--- src/rtl/serial_add_pkg.sv ---
// ============================================================================
//  Module   : serial_add_pkg
//  Purpose  : Shared state encoding, default width and counter sizing for
//             the bit-serial adder.
//  Revision : 1.0
// ============================================================================
`default_nettype none

package serial_add_pkg;

  localparam int DEFAULT_WIDTH = 8;

  typedef enum logic [1:0] {
    IDLE  = 2'd0,
    SHIFT = 2'd1,
    DONE  = 2'd2
  } state_t;

  // Bit counter must be able to hold the value WIDTH itself.
  function automatic int cnt_width(input int width);
    return $clog2(width + 1);
  endfunction

endpackage

`default_nettype wire

--- src/rtl/half_adder.sv ---
// ============================================================================
//  Module   : half_adder
//  Purpose  : Single-bit half adder, s = a ^ b, c = a & b.
//  Revision : 1.0
// ============================================================================
`default_nettype none

module half_adder (
  input  logic a,
  input  logic b,
  output logic s,
  output logic c
);

  assign s = a ^ b;
  assign c = a & b;

endmodule

`default_nettype wire

--- src/rtl/serial_add_ctrl.sv ---
// ============================================================================
//  Module   : serial_add_ctrl
//  Purpose  : Bit-serial adder, one full-adder cell processing one bit per
//             cycle LSB first, with IDLE/SHIFT/DONE control and held outputs.
//  Revision : 1.0
// ============================================================================
`default_nettype none

module serial_add_ctrl
  import serial_add_pkg::*;
#(
  parameter int WIDTH = DEFAULT_WIDTH
) (
  input  logic             clk,
  input  logic             rst_n,
  input  logic             start,
  input  logic [WIDTH-1:0] a_in,
  input  logic [WIDTH-1:0] b_in,
  output logic             busy,
  output logic             done,
  output logic [WIDTH-1:0] sum_out,
  output logic             cout
);

  localparam int             c_cnt_w    = cnt_width(WIDTH);
  localparam logic [c_cnt_w-1:0] c_last_cnt = c_cnt_w'(WIDTH - 1);

  state_t               r_state;
  state_t               w_state_nxt;
  logic                 w_accept;
  logic                 w_shift;
  logic                 w_last;

  logic [WIDTH-1:0]     r_a;
  logic [WIDTH-1:0]     r_b;
  // Holds the WIDTH-1 upper sum bits gathered so far; the current sum bit
  // completes the word on the final shift.
  logic [WIDTH-2:0]     r_res;
  logic                 r_carry;
  logic [c_cnt_w-1:0]   r_cnt;
  logic                 r_busy;
  logic                 r_done;
  logic [WIDTH-1:0]     r_sum_out;
  logic                 r_cout;

  logic                 w_s0;
  logic                 w_c0;
  logic                 w_c1;
  logic                 w_sum;
  logic                 w_cout;
  logic [WIDTH-1:0]     w_res_shift;

  // Full adder built from two half adders and an OR.
  half_adder u_ha0 (
    .a (r_a[0]),
    .b (r_b[0]),
    .s (w_s0),
    .c (w_c0)
  );

  half_adder u_ha1 (
    .a (w_s0),
    .b (r_carry),
    .s (w_sum),
    .c (w_c1)
  );

  assign w_cout      = w_c0 | w_c1;
  assign w_res_shift = {w_sum, r_res};

  always_ff @(posedge clk) begin
    if (!rst_n) begin
      r_state <= IDLE;
    end else begin
      r_state <= w_state_nxt;
    end
  end

  always_comb begin
    w_state_nxt = r_state;
    w_accept    = 1'b0;
    w_shift     = 1'b0;
    w_last      = 1'b0;
    case (r_state)
      IDLE: begin
        if (start) begin
          w_accept    = 1'b1;
          w_state_nxt = SHIFT;
        end
      end
      SHIFT: begin
        w_shift = 1'b1;
        if (r_cnt == c_last_cnt) begin
          w_last      = 1'b1;
          w_state_nxt = DONE;
        end
      end
      DONE: begin
        w_state_nxt = IDLE;
      end
      default: begin
        w_state_nxt = IDLE;
      end
    endcase
  end

  always_ff @(posedge clk) begin
    if (!rst_n) begin
      r_a       <= '0;
      r_b       <= '0;
      r_res     <= '0;
      r_carry   <= 1'b0;
      r_cnt     <= '0;
      r_busy    <= 1'b0;
      r_done    <= 1'b0;
      r_sum_out <= '0;
      r_cout    <= 1'b0;
    end else begin
      r_busy <= (w_state_nxt != IDLE);
      r_done <= (w_state_nxt == DONE);
      if (w_accept) begin
        r_a     <= a_in;
        r_b     <= b_in;
        r_carry <= 1'b0;
        r_cnt   <= '0;
      end else if (w_shift) begin
        r_a     <= {1'b0, r_a[WIDTH-1:1]};
        r_b     <= {1'b0, r_b[WIDTH-1:1]};
        r_res   <= w_res_shift[WIDTH-1:1];
        r_carry <= w_cout;
        r_cnt   <= r_cnt + 1'b1;
      end
      if (w_last) begin
        r_sum_out <= w_res_shift;
        r_cout    <= w_cout;
      end
    end
  end

  assign busy    = r_busy;
  assign done    = r_done;
  assign sum_out = r_sum_out;
  assign cout    = r_cout;

endmodule

`default_nettype wire

--- config.mk ---
export PLATFORM = sky130hd
export DESIGN_NAME = serial_add_ctrl
export DESIGN_NICKNAME = d
export VERILOG_FILES = /design/src/rtl/serial_add_pkg.sv /design/src/rtl/half_adder.sv /design/src/rtl/serial_add_ctrl.sv
export SDC_FILE = /design/constraint.sdc
export NUM_CORES = 1
export LEC_CHECK = 0
export CAP_MARGIN = 20
export CORE_MARGIN = 2
export CORE_UTILIZATION = 54
export CTS_CLUSTER_DIAMETER = 80
export DETAILED_ROUTE_END_ITERATION = 10
export HOLD_SLACK_MARGIN = 0.02
export PLACE_DENSITY = 0.82
export SETUP_SLACK_MARGIN = 0.05
export SLEW_MARGIN = 20
export SYNTH_ARGS = -nofsm -noshare
export SYNTH_HDL_FRONTEND = slang
export SYNTH_SLANG_ARGS = --single-unit
--- constraint.sdc ---
create_clock -name clk -period 2.41 [get_ports clk]
set_clock_uncertainty 0.2 [all_clocks]
set_input_delay 0.3615 -clock clk [delete_from_list [all_inputs] [get_ports clk]]
set_output_delay 0.3615 -clock clk [all_outputs]
set_load 0.02 [all_outputs]
=== Word-level counts from Yosys, hierarchy flattened ===
Index checks and enable logic that the tools add are counted.

* $add $sub $neg: 1
* Eq/ne operators: 3
* Muxes and demuxes: 12
* Bitwise gates (word level): 7
* Reductions and logical operators: 5

{| class="wikitable"
|+ Operators by type and width
! cell !! number
|-
| 8-bit two-way mux || 4
|-
| 1-bit two-way mux || 5
|-
| 4-bit by 1-bit adder with 4-bit output, second input constant || 1
|-
| 4-bit by 3-bit == test with 1-bit output, second input constant || 1
|-
| 2-bit two-way mux || 2
|-
| 2-bit case mux with 2 select lines || 1
|-
| 2-bit nonzero test || 2
|-
| 1-bit AND || 2
|-
| 2-bit by 1-bit == test with 1-bit output, second input constant || 1
|-
| 2-bit == test, second input constant || 1
|-
| 2-bit zero test || 1
|-
| 1-bit inverter || 2
|-
| 2-bit AND reduction || 1
|-
| 2-bit OR reduction || 1
|-
| 1-bit XOR || 2
|-
| 1-bit OR || 1
|}

* Flip-flop bits (word level): 41
* Bits of input ports: 19
* Output and inout port bits: 11

=== Logic depth before layout (Yosys ltp) ===
Gate-level depths: netlist (run 1).

* Word-level depth: 4
* Mapped depth: 6

=== Modules after synthesis ===
A second synthesis (run 1) with hierarchy kept.

* Cells, all modules: 198
* Area, all modules: 1679.1 um^2

{| class="wikitable"
|+ By module, submodules not included
! module !! times used !! cells each !! area an instance (um^2) !! seq. area each (um^2)
|-
| serial_add_ctrl || 1 || 196 || 1654.1 || 820.8
|-
| half_adder || 2 || 1 || 12.5 || 0.0
|}

=== Worst setup path after synthesis (run 1) ===
Ideal clock, no wire load.

* Path type: register to register
* Start: reg r_state[0]
* End: reg r_a[0]
* Library setup time: 122 ps
* Arrival: 1221 ps
* Data required time: 2088 ps
* Slack: 868 ps
* Stages on the path, launching flop included: 7
* Path buffers: 3
* Path through: dfxtp_1 -> buf_4 -> o21bai_4 -> and2_4 -> buf_6 -> buf_6 -> a221o_1

* Word-level cells in the longest chain between the ends: 3

{| class="wikitable"
|+ RTL lines
! what !! line !! RTL
|-
| start: declaration || serial_add_ctrl.sv:28 || <nowiki>state_t r_state;</nowiki>
|-
| start signal: assignment || serial_add_ctrl.sv:75 || <nowiki>r_state <= w_state_nxt;</nowiki>
|-
| 2-bit by 1-bit == test with 1-bit output / 2-bit zero test (equally long branches) || serial_add_ctrl.sv:84 || <nowiki>case (r_state)</nowiki>
|-
| 1-bit two-way mux || serial_add_ctrl.sv:84 ||
|-
| 2-bit nonzero test (no line) / 8-bit two-way mux (equally long branches) || n/a ||
|-
| end signal: assignment || serial_add_ctrl.sv:122 || <nowiki>r_a <= a_in;</nowiki>
|-
| end signal: assignment || serial_add_ctrl.sv:127 || <nowiki>r_a <= {1'b0, r_a[WIDTH-1:1]};</nowiki>
|-
| end: declaration || serial_add_ctrl.sv:34 || <nowiki>logic [WIDTH-1:0] r_a;</nowiki>
|}

Several ways; a longest one is shown, not always the timed one.
A chain may end at the register's enable or synchronous reset.

=== Worst setup path in the final report (run 1) ===
* Start: reg r_state[0]
* End: reg r_a[1]

Same word-level chain as after synthesis.

==> summary.md, run 1 <==
| Metric | Value |
|---|---|
| Slew @ Worst Pin | 821 ps |
| Hold_buf cts | 0 |
| Max-cap violation count | 0 |
| Failing checks | design-rule violations |
| Fin util | 71.4% |
| Top cell type's share of synthesized area | 50.9% |
| Filler instances | 219 |
| Worst Path Arrival | 2240 ps |
| Lkg Pwr | 0.000737 uW |
| Period utilization | 88.5% |
| Final setup fails | 0 |
| Synth Net Count | 186 |
| RSZ-0062 raised after global routing | no |
| FP Rows | 19 |
| GRT Total Usage | 19.4% |
| Post-CTS sizing | 0 |
| Synthesis Warnings | 0 |
| WHS Path Cells | 2 |
| Sequential element share of the synthesized area | 50.9% |
| Worst IR Drop VDD | 544 uV |
| Worst slew margin | 45.0% |
| Crit Path Max Fanout | 13 |
| Worst EP required | 2520 ps |
| First-pass GRT wire length | 5050 um |
| Hold_sp | sum_out[1] |
| ANT cells | 0 |
| Worst-path clk slew | 120 ps |
| CTS buffer count | 5 |
| Setup Fix Bufs, Post-CTS | 0 |
| Root Driver | clkbuf_4 |
| Routed len/inst | 13.2 um |
| Drt via density | 5.55 |
| Final Hold Viols | 0 |
| WS Path Type | reg -> reg |
| DIE HEIGHT | 58.7 um |
| DR vias | 1248 |
| H-tree Lvls | 2 |
| Post-route ant nets | 0 |
| R2R depth | 3 |
| Ranking of synthesized cells by area | dfxtp_1 (51%), nand2_1 (8.6%), a221o_1 (8.1%), mux2i_1 (6.2%), and2_1 (5.0%) |
| Cell Area, Synth | 1610 um^2 |
| Layout Nets | 214 |
| Total negative slack | 0 ps |
| Core area | 2810 um^2 |
| Routability Congestion | 0.757 |
| Hold Path Class | reg -> reg |
| Post-synth cell types | 31 |
| Min Hold Slack | 262 ps |
| Placed wire-length estimate | 2160 um |
| Drt first pass iters | 7 |
| Peak Freq | 469 MHz |
| Starting density of the core | 57.5% |
| Total Routed Length | 2960 um |
| Share of cells above drive strength 1 | 6.70% |
| Drt drc | 2 |
| Mapped Cells | 165 |
| IO Count | 30 |
| Worst-skew pair later-pin latency | 360 ps |
| Sink Count | 41 |
| Crit. End Element | flip-flop |
| Critical path startpoint category | flip-flop |
| I/O Buffers | 29 |
| CP Launch Point | r_state[0] |
| Max-slew violation count | 0 |
| Synth Register Bits | 41 |
| Area growth, synth to finish | 24.0% |
| Dominant cell type by area after synthesis | dfxtp_1 |
| Gr ovfl total | 0 |
| Initial antenna violation count | 0 |
| Die area | 3440 um^2 |
| CTS tree | built |
| Syn_area_per_cell | 9.78 um^2 |
| Die extent in x | 58.7 um |
| Largest net degree at the start of global routing | 21 |
| Worst r2r src | r_state[0] |
| P per Cell Area | 681 nW/um^2 |
| Initial drt markers | 33 |
| Vias in the first global route | 1196 |
| Clk buf depth | 2 |
| Min cycle time layout | 2130 ps |
| Status | finished with violations |
==> logic make-up (layout without fill, tap and decap cells) <==
group                      count (synthesis)  in the layout  share of synthesized area, %
DFF                                       41             41                          50.9
muxes                                     10             10                          6.20
adders and majority gates                  2              2                          2.02
AOI/OAI and AO/OA                         32             32                          16.2
and+or+nand+nor                           68             68                          20.4
buffers and inverters                     12             41                          4.34
==> final cells by class <==
class                      instances  area [um^2]  share of cell area (%)
timing repair buffer              32          313                    15.6
multi-input combinational        112          723                    36.1
clock inverter                     3         65.1                    3.25
tap                               31         38.8                    1.94
clock buffer                       5         37.5                    1.88
inverter                           1         3.75                   0.188
sequential                        41          821                    41.0
==> synthesized netlist by cell type, drive strengths merged <==
cell type and count:
a221o 13, mux2i 10, dfxtp 41, o21ai 2
nand2 37, fa 1, a31oi 1, and4bb 1
nor3 1, inv 1, and2 14, buf 8
o21bai 1, clkbuf 3, a21boi 1, nor2b 1
nor4 2, nor2 5, nand3 2, or3 1
and2b 2, a21oi 8, ha 1, a22oi 2
a22o 3, o21a 1, nor3b 1, nand2b 1
==> cells in the final DEF, fill, tap and decap left out, drive strengths merged, types with 2 or more instances in the layout <==
cell type	instances
a21oi	8
a221o	13
a22o	3
a22oi	2
and2	14
and2b	2
buf	3
bufinv	2
clkbuf	5
clkdlybuf4s50	29
dfxtp	41
mux2i	10
nand2	37
nand3	2
nor2	5
nor4	2
o21ai	2
==> worst max-delay path, stage by stage (launching register included) <==
cell	delay (ps)
dfxtp_1	560
nand2b_1	340
nor2_1	730
a221o_1	270
==> worst paths after layout <==
path	to	slack, ps
worst min register to register	sum_out[1]	260
worst min-delay path	sum_out[1]	260
worst max register to register	r_a[1]	280
worst max-delay path	r_a[1]	280
==> flip-flops by register name, summed over array words and instances, names as in the netlist <==
name / cells
cout: 1
done: 1
r_state: 2
busy: 1
sum_out: 8
r_b: 8
r_res: 7
r_carry: 1
r_cnt: 4
r_a: 8
==> power by group <==
group / internal, uW / switching (uW)
combinational: 56.2 / 45.0
clock: 321 / 224
sequential: 700 / 17.2
total: 1080 / 286
==> per-layer routing <==
layer  share of wire [%]  vias up  GRT usage, %  wire, um
met5                   0        -             0         0
met4                 1.8        0          7.79        53
met3                 5.0        5          5.93       148
met2                  49       31          31.6      1460
met1                  44      583          23.9      1310
li1                    -      629             -         -
==> metrics by stage <==
stage | setup WS [ps] | power, uW | instances | area (um^2)
final | 276 | 1360 | 225 | 2000
after global routing | 58.6 | 1410 | 225 | 2000
after CTS | 266 | 1370 | 225 | 2000
after detailed placement | 308 | 834 | 217 | 1900
after global placement | 417 | 828 | 217 | 1900
after floorplan | 868 | 791 | 165 | 1610
No activity file was read; power rests on OpenSTA's default activity.
==> inputs of run 2 (changes only) <==
- ABC_AREA: unset -> 1
- CORE_ASPECT_RATIO: unset -> 1.4
- CORE_UTILIZATION: 54 -> 55
- PLACE_DENSITY: 0.82 -> 0.83
==> run 2 against run 1 <==
Compared with the run above: the run now ends clean; power rose by 13%; global-route usage up 2.0 points; flip-flop and latch count did not move; critical path depth fell by 2; worst hold slack improved by 12 ps; synthesized cell count rose by 47%; critical endpoint is now cout; highest routed layer unchanged.
==> summary.md, run 2 <==
| Metric | Value |
|---|---|
| Leading cell type in the layout, fill and taps excluded | nand2_1 |
| WHS Path Cells | 2 (unchanged) |
| Fin util | 71.4% (+0.081 points) |
| Initial antenna violation count | 0 (unchanged) |
| Hold_sp | r_res[3] |
| Hold Path Class | reg -> reg |
| Period utilization | 74.8% (-14 points) |
| First-pass GRT wire length | 5890 um (+17%) |
| Crit Path Max Fanout | 2 (-11) |
| Dominant cell type by area after synthesis | dfxtp_1 |
| GRT Total Usage | 21.3% (+2.0 points) |
| Routed len/inst | 11.1 um (-15%) |
| Worst slew margin | 61.2% (+16 points) |
| Die extent in x | 51.5 um (-12%) |
| Worst-skew pair later-pin latency | 300 ps (-60 ps) |
| Worst reg2reg endpoint | sum_out[1] |
| Clock Power Share | 42.3% (+2.3 points) |
| Post-place setup slack | 411 ps (+103 ps) |
| Drt drc | 0 (-2) |
| Crit. End Element | output pin |
| Starting density of the core | 56.7% (-0.88 points) |
| WS Path Type | reg -> out |
| Hold_buf cts | 0 (unchanged) |
| Synth Register Bits | 41 (unchanged) |
| Vias in the first global route | 1490 (+25%) |
| CP top delay family | buffers and inverters |
| Post-synth cell types | 20 (-35%) |
| Gr ovfl total | 0 (unchanged) |
| IO Count | 30 (unchanged) |
| Post-route ant nets | 0 (unchanged) |
| Syn_area_per_cell | 7.14 um^2 (-27%) |
| Lkg Pwr | 0.000958 uW (+30%) |
| Most frequent cells in the layout | nand2_1 (79), nand3_1 (41), dfxtp_1 (41), clkdlybuf4s50_1 (29), nor2_1 (21) |
| Final Hold Viols | 0 (unchanged) |
| Sequential element share of the synthesized area | 47.3% (-3.6 points) |
| Comb power frac | 10.6% (+3.2 points) |
| Share of cells above drive strength 1 | 8.06% (+1.4 points) |
| Critical path startpoint category | flip-flop |
| Initial drt markers | 53 (+61%) |
| Post-CTS sizing | 0 (unchanged) |
| Final setup fails | 0 (unchanged) |
| Max-cap violation count | 0 (unchanged) |
| R2r setup slk | 760 ps (+480 ps) |
| P per Cell Area | 705 nW/um^2 (+3.5%) |
| FP Rows | 24 (+5) |
| Worst-path clk slew | 80 ps (-40 ps) |
| Filler instances | 270 (+23%) |
| Slowest cell on crit path | clkdlybuf4s50_1 |
| Slew @ Worst Pin | 581 ps (-240 ps) |
| CTS tree | built |
| Peak Freq | 554 MHz (+18%) |
| H-tree Lvls | 2 (unchanged) |
| Worst IR Drop VDD | 740 uV (+36%) |
| Main combinational cell family by area after synthesis | simple AND/OR/NAND/NOR gates |
| Critical path's largest stage delay | 600 ps (-130 ps) |
| Total negative slack | 0 ps (unchanged) |
| Synthesis Warnings | 0 (unchanged) |
| Number of synthesized flops with an enable pin | 0 (unchanged) |
| Net Sw Power | 353 uW (+23%) |
| Worst setup margin | 607 ps (+331 ps) |
| Clk buf depth | 2 (unchanged) |
| Routability Congestion | 0.711 (-6.1%) |
| Drt first pass iters | 4 (-3) |
| Sw Share | 22.8% (+1.9 points) |
| Die area | 3630 um^2 (+5.4%) |
| Post-Place Cells | 304 (+40%) |
| Worst Path Arrival | 1240 ps (-1000 ps) |
| Drt via density | 5.07 (-8.6%) |
| Status | finished, final reports clean |
| Post-synth top flop | dfxtp_1 |
| Cell Area, Synth | 1740 um^2 (+7.5%) |
| Max-slew violation count | 0 (unchanged) |
| Layout Nets | 293 (+37%) |
| R2R depth | 7 (+4) |
| Final non-filler cell total | 312 (+39%) |
| Mux cell area share after synthesis | 0% (-6.2 points) |
| Placed wire-length estimate | 2380 um (+10%) |
| Top cell type's share of synthesized area | 47.3% (-3.6 points) |
| Most frequent cells after synthesis | nand2_1 (79), dfxtp_1 (41), nand3_1 (41) |
| Int Pwr | 1190 uW (+10%) |
| Synth Area in Compound Gates | 5.98% (-10 points) |
| Ys async rst share | 0% (unchanged) |
| Root Driver | clkbuf_8 |
| Critical path cell sequence | clkdlybuf4s50_1 |
| I/O Buffers | 29 (unchanged) |
| Min Hold Slack | 275 ps (+12.3 ps) |
| Hold Path Sink | r_res[3] |
| Most numerous cell in the Yosys netlist | nand2_1 |
| Xor-xnor portion of the synthesized cell area | 0% (unchanged) |
| CP Launch Point | cout |
| DR vias | 1581 (+27%) |
| Post-synthesis simple-gate area fraction | 38.1% (+18 points) |
| Setup Fix Bufs, Post-CTS | 0 (unchanged) |
| Mapped Cells | 243 (+47%) |
| Sink Count | 41 (unchanged) |
| CP Buf/Inv Count | 1 (+1) |
| Worst r2r src | r_cnt[0] |
| Core area | 3060 um^2 (+9.2%) |
| Post-Synth Adder-Cell Area | 1.87% (-0.14 points) |
| Ranking of synthesized cells by area | dfxtp_1 (47%), nand2_1 (17%), nand3_1 (12%), nor2_1 (4.5%), inv_1 (3.0%) |
| DIE HEIGHT | 70.5 um (+20%) |
| RSZ-0062 raised after global routing | no |
| Largest net degree at the start of global routing | 36 (+71%) |
| CTS buffer count | 5 (unchanged) |
| Worst EP required | 1850 ps (-670 ps) |
| Total Routed Length | 3470 um (+17%) |
| ANT cells | 0 (unchanged) |
| Synth Net Count | 264 (+42%) |
| Area growth, synth to finish | 26.1% |
| Min cycle time layout | 1800 ps (-331 ps) |
| Seq pwr share | 47.1% (-5.5 points) |
run 2: power by group through the flow:
| stage | clock network [uW] | registers, uW | logic (uW) |
|---|---|---|---|
| after CTS | 657 | 727 | 164 |
| after global placement | 0 | 740 | 159 |
| after detailed placement | 0 | 742 | 163 |
| after floorplan | 0 | 739 | 107 |
| after global routing | 684 | 730 | 185 |
| final | 653 | 727 | 164 |
run 2: kinds of logic after synthesis:
kind of cell             count (synthesis)
AND/OR/NAND/NOR                        152
flip-flops                              41
adder cells (fa/ha/maj)                  2
AO/OA/AOI/OAI                           20
buffers and inverters                   28
run 2: worst max path at each step:
stage	endpoint	slack, ps	cells after the start
after global routing	cout	570	1
after detailed placement	r_cnt[2]	410	5
after CTS	cout	600	1
after floorplan	r_a[0]	980	6
after global placement	r_cnt[2]	430	5
final	cout	610	1
run 2: cell type report:
class,instances,area (um^2),share of cell area [%]
Clock buffer,5,68.8,3.14
Clock inverter,3,65.1,2.97
Inverter,16,60.1,2.74
Multi-Input combinational cell,174,797,36.4
Sequential cell,41,821,37.5
Tap cell,39,48.8,2.23
Timing Repair Buffer,34,328,15.0
run 2: per-stage QoR:
step	cell area (um^2)	total power, uW
floorplan	1740	846
global placement	2050	900
detailed placement	2050	905
CTS	2190	1550
global route	2190	1600
finish	2190	1540
run 2: layer usage:
layer	track usage [%]	wire length [um]
met5	0	0
met1	20.1	1340
met2	40.6	1940
met3	5.98	132
met4	9.06	60
==> inputs of run 3 (changes only) <==
- CORE_UTILIZATION: 55 -> 46
- PLACE_DENSITY: 0.83 -> 0.74
- clock period: 2.41 -> 1.5 ns (I/O delays scaled with it)
==> run 3 against run 2 <==
Compared with the run above: clock power rose by 61%; non-clock buffer count up 12; global-route usage decreased by 3.3 points; routed wire length up 3.9%; sequential power increased by 61%; cell count up 4.8%; setup slack got worse by 490 ps; register-to-register slack got worse by 640 ps; via count is 2.8% higher; clock-buffer cell count is the same; critical endpoint is now sum_out[7]; largest cell class unchanged; highest routed layer unchanged.
==> summary.md, run 3 (synthesized netlist as in run 2, its figures left out) <==
| Metric | Value |
|---|---|
| Initial antenna violation count | 0 (unchanged) |
| Status | finished, final reports clean |
| DR vias | 1625 (+2.8%) |
| Drt first pass iters | 4 (unchanged) |
| R2R depth | 4 (-3) |
| CTS buffer count | 5 (unchanged) |
| Core area | 3640 um^2 (+19%) |
| First-pass GRT wire length | 6220 um (+5.5%) |
| H-tree Lvls | 2 (unchanged) |
| Post-place setup slack | -318 ps (-729 ps) |
| Die area | 4290 um^2 (+18%) |
| Max-slew violation count | 0 (unchanged) |
| Hold Path Class | in -> reg |
| Total Routed Length | 3610 um (+3.9%) |
| WS Path Type | reg -> reg |
| Sink Count | 41 (unchanged) |
| Final setup fails | 0 (unchanged) |
| Seq pwr share | 46.6% (-0.5 points) |
| Most frequent cells in the layout | nand2_1 (78), nand3_1 (41), dfxtp_1 (36), nor2_1 (21), clkdlybuf4s50_1 (18) |
| Period utilization | 92.3% |
| Critical path startpoint category | flip-flop |
| Post-route ant nets | 0 (unchanged) |
| Gr ovfl total | 0 (unchanged) |
| Min cycle time layout | 1380 ps |
| Root Driver | clkbuf_8 |
| Int Pwr | 1940 uW (+63%) |
| WHS Path Cells | 3 (+1) |
| Net Sw Power | 574 uW (+63%) |
| Lkg Pwr | 0.00108 uW (+12%) |
| Placed wire-length estimate | 2490 um (+4.4%) |
| Worst Path Arrival | 1380 ps (+140 ps) |
| Worst slew margin | 77.0% (+16 points) |
| Crit. End Element | flip-flop |
| Hold Path Sink | r_b[7] |
| Critical path's largest stage delay | 480 ps (-120 ps) |
| Slew @ Worst Pin | 344 ps (-237 ps) |
| CTS tree | built |
| Largest net degree at the start of global routing | 25 (-31%) |
| Layout Nets | 305 (+4.1%) |
| ANT cells | 0 (unchanged) |
| Worst reg2reg endpoint | sum_out[7] |
| Drt via density | 4.97 (-1.9%) |
| Sw Share | 22.9% (+0.025 points) |
| Initial drt markers | 24 (-55%) |
| Total negative slack | 0 ps (unchanged) |
| Max-cap violation count | 0 (unchanged) |
| Vias in the first global route | 1475 (-1.0%) |
| Worst EP required | 1500 ps (-350 ps) |
| Worst IR Drop VDD | 1070 uV (+45%) |
| FP Rows | 26 (+8.3%) |
| Worst r2r src | r_carry |
| GRT Total Usage | 18.1% (-3.3 points) |
| Hold_sp | b_in[7] |
| Die extent in x | 55.9 um (+8.6%) |
| P per Cell Area | 1080 nW/um^2 (+54%) |
| Worst setup margin | 115 ps (-491 ps) |
| Slowest cell on crit path | fa_1 |
| Clk buf depth | 2 (unchanged) |
| Crit Path Max Fanout | 2 (unchanged) |
| Fin util | 63.6% (-7.8 points) |
| Clock Power Share | 41.6% (-0.7 points) |
| Routed len/inst | 11.0 um (-0.85%) |
| Drt drc | 0 (unchanged) |
| Area growth, synth to finish | 33.5% |
| Worst-path clk slew | 80 ps (about the same) |
| DIE HEIGHT | 76.7 um (+8.8%) |
| Critical path cell sequence | fa_1 > nand3b_1 > nand2_1 > nor2_1 |
| I/O Buffers | 29 (unchanged) |
| Final Hold Viols | 0 (unchanged) |
| Routability Congestion | 0.717 (+0.87%) |
| IO Count | 30 (unchanged) |
| Comb power frac | 11.7% (+1.1 points) |
| Worst-skew pair later-pin latency | 300 ps (about the same) |
| R2r setup slk | 120 ps (-640 ps) |
| Starting density of the core | 47.6% (-9.0 points) |
| RSZ-0062 raised after global routing | yes |
| Share of cells above drive strength 1 | 14.4% (+6.3 points) |
| Peak Freq | 722 MHz |
| Leading cell type in the layout, fill and taps excluded | nand2_1 |
## run 3: changes by cell type in the layout (fill, tap and decap cells not counted), moves of 2 or more
cell,delta
buf_4,+11
clkdlybuf4s50_1,-11
dfxtp_1,-5
dfxtp_2,+5
dlygate4sd2_1,+11
nor2_2,-2
nor2_4,+2
## run 3: worst max-delay path, delay by kind of cell, from the launching register on
family	cells	cell delay [ps]
adder cells (fa/ha/maj)	1	480
flip-flops	1	340
AND/OR/NAND/NOR	3	270
## run 3: layout make-up
type                    count  area, um^2
fillers                   354        1330
well taps                  42        52.6
repair buffers             46         417
clock inverters             3        65.1
multi-input cells         174         827
clock buffers               5        68.8
flip-flops and latches     41         827
inverters                  16        60.1
## run 3: power groups by stage
| stage | Sequential, uW | Combinational (uW) | Clock, uW |
|---|---|---|---|
| final | 1170 | 294 | 1050 |
| after CTS | 1170 | 294 | 1070 |
| after detailed placement | 1190 | 289 | 0 |
| after floorplan | 1190 | 172 | 0 |
| after global placement | 1190 | 285 | 0 |
| after global routing | 1180 | 329 | 1120 |
## run 3: per-layer routing
layer  global-route usage, %  share of wire (%)  vias to the layer above
met4                    8.10                2.1                        0
met1                    19.8                 41                      717
met2                    32.3                 53                       43
met3                    4.55                4.2                        9
li1                        -                  -                      856
met5                       0                  0                        -
## run 3: worst max-delay path by stage
| stage | from | to | slack (ps) | depth (start not counted) |
|---|---|---|---|---|
| 2_1_floorplan | r_cnt[0] | cout | 100 | 7 |
| 3_3_place_gp | start | r_b[0] | -300 | 5 |
| 3_5_place_dp | start | r_a[1] | -320 | 5 |
| 4_1_cts | r_cnt[0] | sum_out[0] | 80 | 7 |
| 5_1_grt | r_cnt[0] | sum_out[5] | 20 | 7 |
| 6_report | r_carry | sum_out[7] | 120 | 4 |
## run 3: through the flow
stage / total power (uW) / hold WS (ps) / instances / instance area, um^2
after floorplan: 1360 / 165 / 243 / 1740
after global placement: 1470 / 254 / 318 / 2150
after detailed placement: 1480 / 256 / 318 / 2150
after CTS: 2530 / 265 / 326 / 2290
after global routing: 2620 / 290 / 327 / 2320
final: 2510 / 269 / 327 / 2320
## run 3: timing repair
item / in CTS / in global routing
pin swaps: 0 / 1
setup buffers: 0 / 1
gates cloned: 0 / 0
setup endpoints to repair: 29 / 11
resized for setup: 15 / 7
hold buffers: 0 / 0
==> RTL change, RTL diff (config.mk and constraints of run 3) <==
Change the package constant `DEFAULT_WIDTH` from 8 to 10.
--- a/src/rtl/serial_add_pkg.sv
+++ b/src/rtl/serial_add_pkg.sv
@@ -8,7 +8,7 @@
 
 package serial_add_pkg;
 
-  localparam int DEFAULT_WIDTH = 8;
+  localparam int DEFAULT_WIDTH = 10;
 
   typedef enum logic [1:0] {
     IDLE  = 2'd0,
Ports: changed (resized a_in, b_in and sum_out); port bits go from 30 to 36. The function was not compared with the original's and may differ.
==> RTL change against run 3 <==
- clock power is 23% lower
- power grew 1.5%
- sequential cell count up 8
- design area grew 20%
- setup slack worse by 15 ps
- synthesized area increased by 21%
- routed wire length up 18%
- critical endpoint is now r_cnt[0]
- largest cell class unchanged
- largest power group unchanged
- highest routed layer unchanged
==> RTL change: results (changes against run 3) <==
- Status: complete, no violations (unchanged)
- Number of different library cells in the post-synthesis netlist: 22 (was 20)
- Cell depth of the worst flop-to-flop path: 5 (was 4)
- Inverters: 38 (was 16)
- Via count: 1,883 (was 1,625)
- Multi-input gates: 194 (was 174)
- Switching power: 0.000682 W (was 0.000574 W)
- Proportion of layout cells with a drive suffix above 1: 0.139 (was 0.144)
- Met1 Routed Length: 1.93 mm (was 1.48 mm)
- Total of fill cells in the finished design: 419 (was 354)
- Leading post-synthesis cells by instance count: nor2_1 (63), nand2_1 (51), dfxtp_1 (49) (was nand2_1 (79), dfxtp_1 (41), nand3_1 (41))
- Non-clock buffers, area share: 0.192 (was 0.180)
- Routability-driven placement congestion ratio: 0.771 (was 0.717)
- Syn nets: 318 (was 264)
- Register share of the cell area: 0.356 (was 0.357)
- Post-cts sizing count: 14 (was 15)
- Met2 Use GR: 0.329 (was 0.323)
- LEAKAGE: 1.20 nW (was 1.08 nW)
- Placement-stage cell area: 2570 sq um (was 2150 sq um)
- Transition at the pin with the smallest max-transition slack: 220 ps (was 344 ps)
- Largest cells by area after synthesis: dfxtp_1 (47%), nor2_1 (11%), nand2_1 (9.1%) (was dfxtp_1 (47%), nand2_1 (17%), nand3_1 (12%))
- Clk cell area share: 0.0339 (was 0.0578)
- Met1 Track Usage GR: 0.227 (was 0.198)
- CP delay by family, top: simple AND/OR/NAND/NOR gates (was adder cells)
- Combinational power: 0.000360 W (was 0.000294 W)
- Share of the final layout cell area in multi-input gates: 0.336 (was 0.357)
- Multi-input logic area: 932 sq um (was 827 sq um)
- Wire length of the first global-routing pass: 7.58 mm (was 6.22 mm)
- Highest net fanout along the worst path: 5 (was 2)
- Starting DRC count in detailed routing: 59 (was 24)
- Worst setup slack after placement: -82.1 ps (was -318 ps)
- Worst vdd rail ir drop: 0.625 mV (was 1.07 mV)
- Signal arrival time at the worst endpoint: 1400 ps (was 1380 ps)
- Hpwl dp: 2.96 mm (was 2.49 mm)
- Cell area after technology mapping: 2090 sq um (was 1740 sq um)
-- RTL change: changes by cell type in the layout (fill, tap and decap cells not counted), sizes merged, moves of 5 or more --
cell and delta:
nor2 +39, inv +23, nand2 -23, o21ai +11, nand3 -9, dfxtp +8, clkdlybuf4s15 +5, nand3b -5
-- RTL change: metrics by stage --
stage / hold WS (ps) / instances
global placement: 249 / 392
finish: 261 / 407
floorplan: 168 / 292
detailed placement: 258 / 392
CTS: 262 / 401
global route: 282 / 407
-- RTL change: worst paths after layout --
check                           slack, ps       start       end
worst max-delay path                  100  r_state[0]  r_cnt[0]
worst min-delay path                  260     b_in[9]    r_b[9]
worst max register to register        100  r_state[0]  r_cnt[0]
worst min register to register        270    r_res[8]  r_res[8]
-- RTL change: logic make-up (layout without fill, tap and decap cells) --
logic type                 Yosys count  after routing  share of synthesized area
AOI/OAI and AO/OA                   36             36                     0.0872
DFF                                 49             49                      0.468
and+or+nand+nor                    153            155                      0.312
buffers and inverters               51            102                      0.111
adders and majority gates            3              3                     0.0215
